==> src/rtl/imem_fetch_ctrl.sv <==
// -----------------------------------------------------------------------------
// imem_fetch_ctrl
//   Instruction-fetch sequencer. Owns the fetch PC and issues one word read per
//   cycle to a synchronous instruction memory with 1-cycle read latency.
//   Returned words are buffered with their fetch address in a small FIFO that
//   feeds IF/ID through a valid/ready handshake. A credit check ensures that a
//   returning word always has a free slot. Taken branches and jumps squash the
//   buffer and the read in flight. A misaligned redirect halts fetch until the
//   next reset.
//
// Ports
//   clk, rst_n        clock, asynchronous active-low reset
//   imem_req/_addr    read strobe and word-aligned byte address to imem
//   imem_rdata        read data, valid the cycle after imem_req
//   redirect_valid/pc branch/jump restart request and target
//   out_valid/ready   handshake towards IF/ID
//   out_instr/pc      instruction at the FIFO head and its fetch address
//   fetch_err         sticky misaligned-redirect flag
// -----------------------------------------------------------------------------
module imem_fetch_ctrl #(
    parameter logic [31:0] RESET_PC   = 32'h0000_0000,
    parameter int          FIFO_DEPTH = 2
) (
    input  logic        clk,
    input  logic        rst_n,
    output logic        imem_req,
    output logic [31:0] imem_addr,
    input  logic [31:0] imem_rdata,
    input  logic        redirect_valid,
    input  logic [31:0] redirect_pc,
    output logic        out_valid,
    input  logic        out_ready,
    output logic [31:0] out_instr,
    output logic [31:0] out_pc,
    output logic        fetch_err
);

    localparam int AW = $clog2(FIFO_DEPTH);
    localparam int CW = AW + 1;
    localparam logic [CW:0] DEPTH_C = (CW + 1)'(FIFO_DEPTH);

    typedef enum logic {
        RUN  = 1'b0,
        HALT = 1'b1
    } state_t;

    state_t          state;
    logic [31:0]     pc;
    logic            vld_p1;
    logic [31:0]     pc_p1;
    logic [31:0]     instr_q [FIFO_DEPTH];
    logic [31:0]     pc_q    [FIFO_DEPTH];
    logic [AW-1:0]   wr_ptr;
    logic [AW-1:0]   rd_ptr;
    logic [CW-1:0]   count;

    logic            pop;
    logic            push;
    logic            issue;
    logic [CW:0]     credit_used;
    logic [CW:0]     credit_limit;

    assign out_valid = (count != '0);
    assign pop       = out_valid & out_ready;

    // A word already buffered plus one in flight both hold a slot; a pop in
    // this cycle frees one, so the limit rises by one rather than the usage
    // dropping (keeps the arithmetic unsigned).
    assign credit_used  = {1'b0, count} + {{CW{1'b0}}, vld_p1};
    assign credit_limit = DEPTH_C + {{CW{1'b0}}, pop};

    assign issue = (state == RUN) & ~redirect_valid & rst_n
                 & (credit_used < credit_limit);

    assign imem_req  = issue;
    assign imem_addr = pc;

    // A returning word is dropped if a redirect squashes it or fetch is halted.
    assign push = vld_p1 & (state == RUN) & ~redirect_valid;

    assign out_instr = out_valid ? instr_q[rd_ptr] : 32'h0;
    assign out_pc    = out_valid ? pc_q[rd_ptr]    : 32'h0;

    // ---- control: FSM, fetch PC, in-flight flag, FIFO occupancy ----
    always_ff @(posedge clk or negedge rst_n) begin
        if (!rst_n) begin
            state     <= RUN;
            fetch_err <= 1'b0;
            pc        <= RESET_PC;
            vld_p1    <= 1'b0;
            count     <= '0;
            wr_ptr    <= '0;
            rd_ptr    <= '0;
        end else begin
            vld_p1 <= issue;
            if (issue) begin
                pc <= pc + 32'd4;
            end

            if (state == HALT) begin
                count  <= '0;
                wr_ptr <= '0;
                rd_ptr <= '0;
            end else if (redirect_valid) begin
                count  <= '0;
                wr_ptr <= '0;
                rd_ptr <= '0;
                if (redirect_pc[1:0] != 2'b00) begin
                    state     <= HALT;
                    fetch_err <= 1'b1;
                end else begin
                    pc <= redirect_pc;
                end
            end else begin
                if (push) begin
                    wr_ptr <= wr_ptr + 1'b1;
                end
                if (pop) begin
                    rd_ptr <= rd_ptr + 1'b1;
                end
                case ({push, pop})
                    2'b10:   count <= count + 1'b1;
                    2'b01:   count <= count - 1'b1;
                    default: count <= count;
                endcase
            end
        end
    end

    // ---- data: address of the read in flight, FIFO storage ----
    always_ff @(posedge clk) begin
        if (issue) begin
            pc_p1 <= pc;
        end
        if (push) begin
            instr_q[wr_ptr] <= imem_rdata;
            pc_q[wr_ptr]    <= pc_p1;
        end
    end

endmodule

==> config.mk <==
export PLATFORM = sky130hd
export DESIGN_NAME = imem_fetch_ctrl
export DESIGN_NICKNAME = d
export VERILOG_FILES = /design/src/rtl/imem_fetch_ctrl.sv
export SDC_FILE = /design/constraint.sdc
export NUM_CORES = 1
export LEC_CHECK = 0
export ABC_AREA = 1
export BUFFER_PORTS_ARGS = -buffer_cell sky130_fd_sc_hd__buf_2
export CORE_MARGIN = 2
export CORE_UTILIZATION = 40
export DETAILED_ROUTE_END_ITERATION = 8
export PLACE_DENSITY_LB_ADDON = 0.05
export SYNTH_ARGS = -nofsm -noshare
export SYNTH_HDL_FRONTEND = slang
export SYNTH_SLANG_ARGS = --single-unit
export TNS_END_PERCENT = 50
==> constraint.sdc <==
create_clock -name clk -period 4.71 [get_ports clk]
set_input_delay 0.942 -clock clk [delete_from_list [all_inputs] [get_ports clk]]
set_output_delay 0.942 -clock clk [all_outputs]
set_load 0.005 [all_outputs]
Word level (Yosys, flattened, before mapping)
Memory sizes are Yosys's and may differ from the RTL's. Cells that the tools add are included.

Memories: 2. Output and inout port bits: 99. Bits in writable memories: 128. Word-level logic and storage cells: 54. Input bits: 68. Bits in registers: 71.

$add $sub $neg: 7. Bitwise operators: 8. Eq/ne operators: 2. Muxes and demuxes: 20. $lt $le $gt $ge: 1. Reductions and logical operators: 6.

Memory list: instr_q (words 2, width 32, rd ports 1, clocked after memory_dff 0, wr ports 1, RTL line 51) `logic [31:0] instr_q [FIFO_DEPTH];`; pc_q (words 2, width 32, rd ports 1, clocked after memory_dff 0, wr ports 1, RTL line 52) `logic [31:0] pc_q [FIFO_DEPTH];`.

Operators with widths (count): 32-bit two-way mux (6); 32-bit by 3-bit adder with 32-bit output (second input constant) (1); 1-bit two-way mux (11); 1-bit bitwise AND (6); 3-bit nonzero test (2); 2-bit two-way mux (2); 2-bit case mux with 2 select lines (1); 2-bit nonzero test (2); 4-bit nonzero test (1); 2-bit by 1-bit adder with 3-bit output (1); 2-bit by 1-bit adder with 3-bit output (first input constant) (1); 3-bit less-than comparator (1); 3-bit AND reduction (1); 1-bit adder (second input constant) (2); 2-bit by 1-bit adder with 2-bit output (second input constant) (1); 2-bit by 1-bit equality test with 1-bit output (second input constant) (1); 2-bit equality test (second input constant) (1); 1-bit inverter (2); 2-bit by 1-bit subtractor with 2-bit output (second input constant) (1).

Longest topological paths before layout
Gate-level depths: netlist (run 1).

Word-level depth: 9. Gate-level depth with buffers: 12. Mapped depth without buffers: 12.

Worst setup path after synthesis (run 1)
OpenSTA, ideal clock, no wires.

Path type: input to register. Start point: input redirect_valid. End point: memory instr_q[0][0] (enable). Arrival time: 3.955 ns. Path buffers: 0. Library setup time: 0.486 ns. Setup slack: 0.268 ns. Data required time: 4.224 ns. Stages on the path: 5. Path through: inv_1 > nand2_1 > inv_1 > nand2_1 > nor2_1.

Cells in the longest elaborated chain, start to end: 4.

RTL lines: from (decl) (RTL line 29) `input logic redirect_valid,`; 1-bit inverter (RTL line 79) `assign push = vld_p1 & (state == RUN) & ~redirect_valid;`; 1-bit bitwise AND (RTL line 79); 1-bit two-way mux (RTL line 135) `if (push) begin`; 1-bit two-way mux (implied by the code) (RTL line 136) `instr_q[wr_ptr] <= imem_rdata;`; to (decl) (RTL line 51).

Every way passes these cells.

Worst setup path in the final report (run 1)
Start point: register count[0]. End point: output out_instr[13].

Cells in the longest elaborated chain, start to end: 2.

RTL lines: from (decl) (RTL line 55) `logic [CW-1:0] count;`; from (signal assigned) (RTL line 122) `2'b10: count <= count + 1'b1;`; from (signal assigned) (RTL line 123) `2'b01: count <= count - 1'b1;`; from (signal assigned) (RTL line 124) `default: count <= count;`; 2-bit nonzero test (RTL line 63) `assign out_valid = (count != '0);`; 32-bit two-way mux (RTL line 81) `assign out_instr = out_valid ? instr_q[rd_ptr] : 32'h0;`; to (decl) (RTL line 33) `output logic [31:0] out_instr,`.

Every way passes these cells.

==> run_summary.xml, run 1 <==
<?xml version="1.0" encoding="UTF-8"?>
<metrics>
  <group name="power_and_ir_drop">
    <metric name="total_power" unit="mW">3.353</metric>
    <metric name="comb_power_share" unit="%">2.3</metric>
    <metric name="power_density" unit="mW/mm2">328.7</metric>
    <metric name="p_leak" unit="nW">4.327</metric>
    <metric name="max-vdd-ir-drop" unit="uV">280.9</metric>
    <metric name="power.internal" unit="mW">2.642</metric>
    <metric name="total_switching_power" unit="mW">0.7101</metric>
    <metric name="clkPwrFrac" unit="%">40.6</metric>
    <metric name="p_sw_share" unit="%">21.18</metric>
    <metric name="sequential_cell_fraction_of_total_power" unit="%">57.2</metric>
  </group>
  <group name="final_layout">
    <metric name="commonest_cells_after_routing_fill_and_taps_aside" unit="">sky130_fd_sc_hd__nand2_1, sky130_fd_sc_hd__buf_2, sky130_fd_sc_hd__edfxtp_1</metric>
    <metric name="finish.net_count" unit="">1038</metric>
    <metric name="final_cell_area" unit="mm2">0.01020</metric>
    <metric name="finalCoreUtilization" unit="%">48.67</metric>
    <metric name="antenna_cells_inserted" unit="">0</metric>
    <metric name="final_common_cell" unit="">sky130_fd_sc_hd__nand2_1</metric>
    <metric name="finish.cell_count_without_fillers" unit="">1254</metric>
    <metric name="syn_to_final_growth" unit="%">19.44</metric>
    <metric name="fraction_of_layout_cells_with_a_size_suffix_above_1" unit="%">26.15</metric>
  </group>
  <group name="critical_path">
    <metric name="cp_slowest_cell" unit="">sky130_fd_sc_hd__inv_2</metric>
    <metric name="max_stage_delay" unit="ns">0.50</metric>
    <metric name="worst_r2r_path_depth" unit="">11</metric>
    <metric name="critPathBufInv" unit="">4</metric>
    <metric name="worst_ep_arrival_time" unit="ns">2.27</metric>
    <metric name="cp.required" unit="ns">3.77</metric>
    <metric name="critical-path-top-delay-family" unit="">buffers and inverters</metric>
    <metric name="setup.worst_path.end_class" unit="">output port</metric>
    <metric name="crit_path_frequent_cell" unit="">sky130_fd_sc_hd__inv_2</metric>
    <metric name="rr_endpoint" unit="">imem_addr[13]</metric>
    <metric name="crit_path_class" unit="">register to output port</metric>
    <metric name="startpoint_type" unit="">register</metric>
    <metric name="critical_path_cell_by_cell" unit="">inv_2 &gt; nand2_4 &gt; inv_2 &gt; buf_4 &gt; a21oi_1 &gt; buf_2</metric>
    <metric name="critPathMaxFanout" unit="">33</metric>
    <metric name="r2r-start" unit="">count[0]</metric>
    <metric name="regToRegSetupSlack" unit="ns">2.14</metric>
  </group>
  <group name="sta">
    <metric name="finalWorstSetupSlack" unit="ns">1.494</metric>
    <metric name="relSlewSlack" unit="%">37.28</metric>
    <metric name="finalCriticalPeriod" unit="ns">3.216</metric>
    <metric name="final_max_slew_viol_count" unit="">0</metric>
    <metric name="skew" unit="ns">0.009302</metric>
    <metric name="grt_setup_unrepaired" unit="">false</metric>
    <metric name="setup_viol_count_final" unit="">0</metric>
    <metric name="hold_viol" unit="">0</metric>
    <metric name="worstMarginPinSlew" unit="ns">0.9408</metric>
    <metric name="timing.setup.tns" unit="ns">0</metric>
    <metric name="maxClockFrequency" unit="MHz">310.9</metric>
    <metric name="period_share" unit="%">68.29</metric>
    <metric name="holdWs" unit="ns">0.4461</metric>
  </group>
  <group name="synth">
    <metric name="synthXorXnorAreaFrac" unit="%">1.231</metric>
    <metric name="syn-cell-area" unit="mm2">0.008539</metric>
    <metric name="synth_simple_gate_area_share" unit="%">20.48</metric>
    <metric name="synth_top_family_by_area" unit="">simple AND/OR/NAND/NOR gates</metric>
    <metric name="ys_seq_area_share" unit="%">67.69</metric>
    <metric name="post_synth_num_cell_types" unit="">34</metric>
    <metric name="netlist_instances" unit="">803</metric>
    <metric name="synth_fa_ha_area_share" unit="%">0.5861</metric>
    <metric name="synth_compound_area_share" unit="%">5.905</metric>
    <metric name="yosysWarningCount" unit="">0</metric>
    <metric name="ys_seq_elements" unit="">199</metric>
    <metric name="synth.area.mux_share" unit="%">0</metric>
    <metric name="synth_nets" unit="">875</metric>
    <metric name="postSynthAreaPerCell" unit="um2">10.63</metric>
  </group>
  <group name="global_route">
    <metric name="antenna_found_initial" unit="">0</metric>
    <metric name="overflow" unit="">0</metric>
    <metric name="maximum_number_of_pins_on_one_net_before_global_route_repair" unit="">65</metric>
    <metric name="global_router_s_overall_resource_usage" unit="%">17.70</metric>
    <metric name="grt_pass1_wl" unit="um">30130</metric>
    <metric name="via_count_of_the_first_global_routing_pass" unit="">5468</metric>
  </group>
  <group name="detailed_routing">
    <metric name="vias" unit="">5930</metric>
    <metric name="drt-wirelength-per-cell" unit="um">15.78</metric>
    <metric name="final_antenna_net_count" unit="">0</metric>
    <metric name="via_per_inst" unit="">4.729</metric>
    <metric name="drc_errors" unit="">0</metric>
    <metric name="wl" unit="um">19790</metric>
    <metric name="drtIter0Drc" unit="">311</metric>
    <metric name="dr_pass1_iterations" unit="">5</metric>
  </group>
  <group name="die">
    <metric name="die_area" unit="mm2">0.02253</metric>
    <metric name="initial_core_util" unit="%">40.75</metric>
    <metric name="coreArea" unit="mm2">0.02096</metric>
    <metric name="row_count" unit="">53</metric>
    <metric name="die_boundary_width" unit="um">150.1</metric>
    <metric name="num_io_pins" unit="">167</metric>
    <metric name="die_span_in_y" unit="um">150.1</metric>
  </group>
  <group name="hold_path">
    <metric name="holdCritPathClass" unit="">register to register</metric>
    <metric name="worst_hold_path.num_cells" unit="">0</metric>
    <metric name="holdCritStartpoint" unit="">pc_p1[10]</metric>
    <metric name="worst_hold_path.endpoint" unit="">pc_q[1][10]</metric>
  </group>
  <group name="cts">
    <metric name="clkLatencyLatePin" unit="ns">0.42</metric>
    <metric name="postCtsSetupBuffers" unit="">0</metric>
    <metric name="clock_sink_count" unit="">199</metric>
    <metric name="clock_tree_from_tritoncts" unit="">done</metric>
    <metric name="cts-htree-levels" unit="">4</metric>
    <metric name="cts-root-buf" unit="">sky130_fd_sc_hd__clkbuf_16</metric>
    <metric name="cts.repair.resized" unit="">0</metric>
    <metric name="postCtsHoldBufs" unit="">0</metric>
    <metric name="cts.clk_slew.worst_paths" unit="ns">0.07</metric>
    <metric name="cts_buffers" unit="">17</metric>
    <metric name="ctsLongestPathBuffers" unit="">2</metric>
  </group>
  <group name="run">
    <metric name="drv_cap" unit="">0</metric>
  </group>
  <group name="placement">
    <metric name="post-dp-hpwl" unit="um">12420</metric>
    <metric name="place_ws" unit="ns">1.786</metric>
    <metric name="place_congestion" unit="">0.7879</metric>
    <metric name="placed_instances" unit="">1222</metric>
    <metric name="dpl_cell_area" unit="mm2">0.009643</metric>
    <metric name="portBuffers" unit="">166</metric>
  </group>
  <group name="status">
    <metric name="outcome" unit="">finished clean</metric>
  </group>
</metrics>
[how the worst max path moves through the flow]
stage	cells after the start	end	start
after CTS	6	out_instr[13]	count[0]
after global routing	5	out_instr[18]	rd_ptr
after floorplan	5	instr_q[0][0]	redirect_valid
after detailed placement	12	imem_addr[13]	redirect_valid
final	6	out_instr[13]	count[0]
after global placement	13	imem_addr[16]	redirect_valid
[registers in the layout, indices dropped and copies added (netlist names)]
| signal | flops |
|---|---|
| pc_q | 64 |
| rd_ptr | 1 |
| wr_ptr | 1 |
| state | 1 |
| imem_addr | 32 |
| vld_p1 | 1 |
| count | 2 |
| instr_q | 64 |
| fetch_err | 1 |
| pc_p1 | 32 |
[kinds of logic after synthesis]
kind of cell             count (synthesis)
adder cells (fa/ha/maj)                  4
flip-flops                             199
buffers and inverters                   83
XOR/XNOR                                12
AND/OR/NAND/NOR                        409
AO/OA/AOI/OAI                           96
[metal layers]
layer | part of all wire [%] | GRT usage [%] | vias up
met5 | 0 | 0 | -
met1 | 48 | 24.20 | 2765
met4 | 1.1 | 4.906 | 0
li1 | - | - | 3010
met2 | 47 | 28.97 | 142
met3 | 4.0 | 3.485 | 13
[power groups by stage]
stage	Clock, mW	Sequential [mW]	Combinational, mW
floorplan	0	1.95	0.0230
global placement	0	1.96	0.0761
detailed placement	0	1.96	0.0771
CTS	1.40	1.92	0.0775
global route	1.47	1.92	0.0870
finish	1.36	1.92	0.0758
[cell type report]
type	count	area (um2)
well taps	275	344.1
fillers	2044	10760
flip-flops and latches	199	5782
clock buffers	19	442.9
clock inverters	13	113.9
inverters	52	195.2
repair buffers	175	898.4
multi-input cells	521	2424
[synth_stat cells (all sizes together)]
master  instances  area share, %
buf            12           0.94
o211ai          4           0.35
nor2           60            3.5
nand2         295             13
o21ai          16           0.94
edfxtp        160             56
a21oi          73            4.3
ha              4           0.59
o21bai          2           0.22
nand3b          8           0.70
clkbuf         19           0.88
xnor2           5           0.51
nand4           2           0.15
xor2            7           0.72
or2             9           0.66
a31oi           1          0.073
dfrtp          39             11
inv            52            2.3
nor3            4           0.29
nand3          31            1.9
Note: power is estimated with default switching activity, not from simulation.
==> run 2: changes to the inputs <==
Settings changed: ABC_AREA 1 to 0.
Clock period 4.71 ns to 3.05 ns, I/O delays scaled along.
==> run_summary.xml, run 2 <==
<?xml version="1.0" encoding="UTF-8"?>
<metrics>
  <group name="status">
    <metric name="outcome" unit="">finished clean</metric>
  </group>
  <group name="final_layout">
    <metric name="largestRegisters" unit="">instr_q (64), pc_q (64)</metric>
    <metric name="syn_to_final_growth" unit="%">23.36</metric>
    <metric name="final_common_cell" unit="">sky130_fd_sc_hd__buf_2</metric>
    <metric name="commonest_cells_after_routing_fill_and_taps_aside" unit="">sky130_fd_sc_hd__buf_2, sky130_fd_sc_hd__edfxtp_1, sky130_fd_sc_hd__nor2_1</metric>
    <metric name="antenna_cells_inserted" unit="">0</metric>
    <metric name="fraction_of_layout_cells_with_a_size_suffix_above_1" unit="%">30.70</metric>
    <metric name="finish.net_count" unit="">805</metric>
  </group>
  <group name="cts">
    <metric name="postCtsHoldBufs" unit="">0</metric>
    <metric name="cts.clk_slew.worst_paths" unit="ns">0.07</metric>
    <metric name="cts_buffers" unit="">17</metric>
    <metric name="clock_tree_from_tritoncts" unit="">done</metric>
    <metric name="cts-root-buf" unit="">sky130_fd_sc_hd__clkbuf_16</metric>
    <metric name="ctsLongestPathBuffers" unit="">2</metric>
    <metric name="cts-htree-levels" unit="">4</metric>
    <metric name="clock_sink_count" unit="">199</metric>
    <metric name="clkLatencyLatePin" unit="ns">0.43</metric>
  </group>
  <group name="critical_path">
    <metric name="cp_slowest_cell" unit="">sky130_fd_sc_hd__dfrtp_1</metric>
    <metric name="critical_path_cell_by_cell" unit="">ha_1 &gt; ha_1 &gt; nor4b_4 &gt; nand2_1 &gt; clkinvlp_4 &gt; buf_2</metric>
    <metric name="critical_path_depth" unit="">6</metric>
    <metric name="crit_path_frequent_cell" unit="">sky130_fd_sc_hd__ha_1</metric>
    <metric name="cp.required" unit="ns">2.44</metric>
    <metric name="crit_path_class" unit="">register to output port</metric>
    <metric name="max_stage_delay" unit="ns">0.46</metric>
    <metric name="regToRegSetupSlack" unit="ns">0.37</metric>
    <metric name="critPathBufInv" unit="">2</metric>
    <metric name="worst_r2r_path_depth" unit="">7</metric>
    <metric name="worst_ep_arrival_time" unit="ns">2.23</metric>
    <metric name="startpoint_type" unit="">register</metric>
    <metric name="critPathMaxFanout" unit="">6</metric>
    <metric name="setup.worst_path.end_class" unit="">output port</metric>
    <metric name="critical-path-top-delay-family" unit="">simple AND/OR/NAND/NOR gates</metric>
  </group>
  <group name="detailed_routing">
    <metric name="via_per_inst" unit="">4.986</metric>
    <metric name="wl" unit="um">18360</metric>
    <metric name="drt-wirelength-per-cell" unit="um">18.16</metric>
    <metric name="drc_errors" unit="">0</metric>
    <metric name="vias" unit="">5041</metric>
    <metric name="dr_pass1_iterations" unit="">5</metric>
    <metric name="drtIter0Drc" unit="">290</metric>
    <metric name="final_antenna_net_count" unit="">0</metric>
  </group>
  <group name="sta">
    <metric name="timing.setup.tns" unit="ns">0</metric>
    <metric name="grt_setup_unrepaired" unit="">false</metric>
    <metric name="worstMarginPinSlew" unit="ns">0.7055</metric>
    <metric name="hold_viol" unit="">0</metric>
    <metric name="skew" unit="ns">0.008874</metric>
    <metric name="period_share" unit="%">93.23</metric>
    <metric name="finalWorstSetupSlack" unit="ns">0.2064</metric>
    <metric name="finalCriticalPeriod" unit="ns">2.844</metric>
    <metric name="holdWs" unit="ns">0.3115</metric>
    <metric name="maxClockFrequency" unit="MHz">351.7</metric>
    <metric name="relSlewSlack" unit="%">52.53</metric>
    <metric name="setup_viol_count_final" unit="">0</metric>
    <metric name="final_max_slew_viol_count" unit="">0</metric>
  </group>
  <group name="synth">
    <metric name="syn-cell-area" unit="mm2">0.007969</metric>
    <metric name="synth_area_leaders" unit="">sky130_fd_sc_hd__edfxtp_1, sky130_fd_sc_hd__dfrtp_1, sky130_fd_sc_hd__mux2i_1</metric>
    <metric name="synthMostInstantiatedCell" unit="">sky130_fd_sc_hd__edfxtp_1</metric>
    <metric name="post_synth_top_area_cell" unit="">sky130_fd_sc_hd__edfxtp_1</metric>
    <metric name="netlist_instances" unit="">556</metric>
    <metric name="ys_seq_elements" unit="">199</metric>
    <metric name="synth.cells.most_frequent" unit="">sky130_fd_sc_hd__edfxtp_1, sky130_fd_sc_hd__nor2_1, sky130_fd_sc_hd__mux2i_1</metric>
    <metric name="synth.top_cell.area_share" unit="%">60.29</metric>
    <metric name="post_synth_num_cell_types" unit="">40</metric>
    <metric name="dominantRegCellSynth" unit="">sky130_fd_sc_hd__edfxtp_1</metric>
    <metric name="synthArstFlopShare" unit="%">19.60</metric>
    <metric name="synth_nets" unit="">628</metric>
    <metric name="postSynthAreaPerCell" unit="um2">14.33</metric>
    <metric name="post_synth_edffs" unit="">160</metric>
    <metric name="ys_seq_area_share" unit="%">72.54</metric>
    <metric name="yosysWarningCount" unit="">0</metric>
  </group>
  <group name="die">
    <metric name="die_area" unit="mm2">0.02107</metric>
    <metric name="num_io_pins" unit="">167</metric>
    <metric name="row_count" unit="">51</metric>
    <metric name="coreArea" unit="mm2">0.01953</metric>
    <metric name="die_boundary_width" unit="um">145.1</metric>
    <metric name="initial_core_util" unit="%">40.81</metric>
    <metric name="die_span_in_y" unit="um">145.1</metric>
  </group>
  <group name="placement">
    <metric name="place_congestion" unit="">0.7983</metric>
    <metric name="post-dp-hpwl" unit="um">12410</metric>
    <metric name="place_ws" unit="ns">0.2129</metric>
    <metric name="portBuffers" unit="">166</metric>
  </group>
  <group name="global_route">
    <metric name="maximum_number_of_pins_on_one_net_before_global_route_repair" unit="">49</metric>
    <metric name="via_count_of_the_first_global_routing_pass" unit="">5270</metric>
    <metric name="overflow" unit="">0</metric>
    <metric name="antenna_found_initial" unit="">0</metric>
    <metric name="grt_pass1_wl" unit="um">29190</metric>
    <metric name="global_router_s_overall_resource_usage" unit="%">17.98</metric>
  </group>
  <group name="power_and_ir_drop">
    <metric name="p_sw_share" unit="%">21.81</metric>
    <metric name="p_leak" unit="nW">3.679</metric>
    <metric name="sequential_cell_fraction_of_total_power" unit="%">55.4</metric>
    <metric name="max-vdd-ir-drop" unit="uV">410.6</metric>
    <metric name="comb_power_share" unit="%">3.3</metric>
    <metric name="clkPwrFrac" unit="%">41.2</metric>
    <metric name="power.internal" unit="mW">4.291</metric>
    <metric name="total_power" unit="mW">5.488</metric>
    <metric name="total_switching_power" unit="mW">1.197</metric>
    <metric name="power_density" unit="mW/mm2">558.2</metric>
  </group>
  <group name="hold_path">
    <metric name="holdCritPathClass" unit="">primary input to asynchronous set/reset pin</metric>
  </group>
  <group name="run">
    <metric name="drv_cap" unit="">0</metric>
  </group>
</metrics>
## run 2: changes by cell type after synthesis, moves of 9 or more
cell / delta
sky130_fd_sc_hd__nor2_2: -13
sky130_fd_sc_hd__inv_1: -42
sky130_fd_sc_hd__nand2_1: -248
sky130_fd_sc_hd__o21ai_0: +12
sky130_fd_sc_hd__mux2i_1: +65
sky130_fd_sc_hd__a21oi_1: -71
sky130_fd_sc_hd__or2_2: -9
sky130_fd_sc_hd__nand4_1: +11
sky130_fd_sc_hd__nand3_1: -12
sky130_fd_sc_hd__nor2_1: +36
## run 2: kinds of logic after synthesis
family                     synth area share, %
DFF                                      72.54
and+or+nand+nor                          11.42
muxes                                    8.164
AOI/OAI and AO/OA                        3.109
buffers and inverters                    1.507
xor gates and xnor gates                 2.638
adders and majority gates               0.6281
## run 2: area by class of cell
class / instances / area (um2)
fill: 1794 / 9696
clock buffer: 18 / 429.2
clock inverter: 14 / 161.4
tap: 265 / 331.6
inverter: 5 / 22.52
timing repair buffer: 185 / 998.5
sequential: 199 / 5784
multi-input combinational: 325 / 2103
## run 2: repair_timing
action,CTS,global route
buffers inserted,0,1
resized for setup,2,0
hold endpoints to repair,0,0
endpoints found under the setup margin,1,1
## run 2: worst reg2reg max path: stages (launching register included)
cell	delay, ns
sky130_fd_sc_hd__dfrtp_1	0.46
sky130_fd_sc_hd__ha_1	0.22
sky130_fd_sc_hd__ha_1	0.22
sky130_fd_sc_hd__nor4b_4	0.40
sky130_fd_sc_hd__nand3_1	0.38
sky130_fd_sc_hd__nor4_1	0.60
sky130_fd_sc_hd__xnor2_1	0.17
sky130_fd_sc_hd__o21ai_0	0.09
## run 2: final timing paths
path / start / end
max in group asynchronous: rst_n / rd_ptr
max reg2reg: count[0] / imem_addr[22]
max: count[0] / imem_req
min in group clk: imem_rdata[3] / instr_q[1][3]
min reg2reg: pc_p1[4] / pc_q[1][4]
min: rst_n / imem_addr[6]
## run 2: metrics by stage
stage | util (%) | std cells | cell area (um2)
finish | 50.35 | 1011 | 9831
global route | 50.35 | 1011 | 9831
CTS | 50.31 | 1010 | 9823
detailed placement | 47.22 | 978 | 9220
global placement | 47.22 | 978 | 9220
floorplan | - | 556 | 7976
## run 2: power groups by stage
| stage | Combinational, mW | Clock [mW] | Sequential [mW] |
|---|---|---|---|
| after global placement | 0.181 | 0 | 3.10 |
| after global routing | 0.206 | 2.44 | 3.05 |
| after detailed placement | 0.185 | 0 | 3.10 |
| after CTS | 0.187 | 2.33 | 3.04 |
| after floorplan | 0.0542 | 0 | 3.08 |
| final | 0.184 | 2.26 | 3.04 |
## run 2: layer usage
| metal | global-route usage, % | vias to the layer above | part of all wire, % |
|---|---|---|---|
| met1 | 23.54 | 2449 | 44 |
| met5 | 0 | - | 0 |
| met2 | 29.50 | 154 | 49 |
| met3 | 4.434 | 23 | 5.0 |
| met4 | 6.029 | 0 | 1.7 |
| li1 | - | 2415 | - |
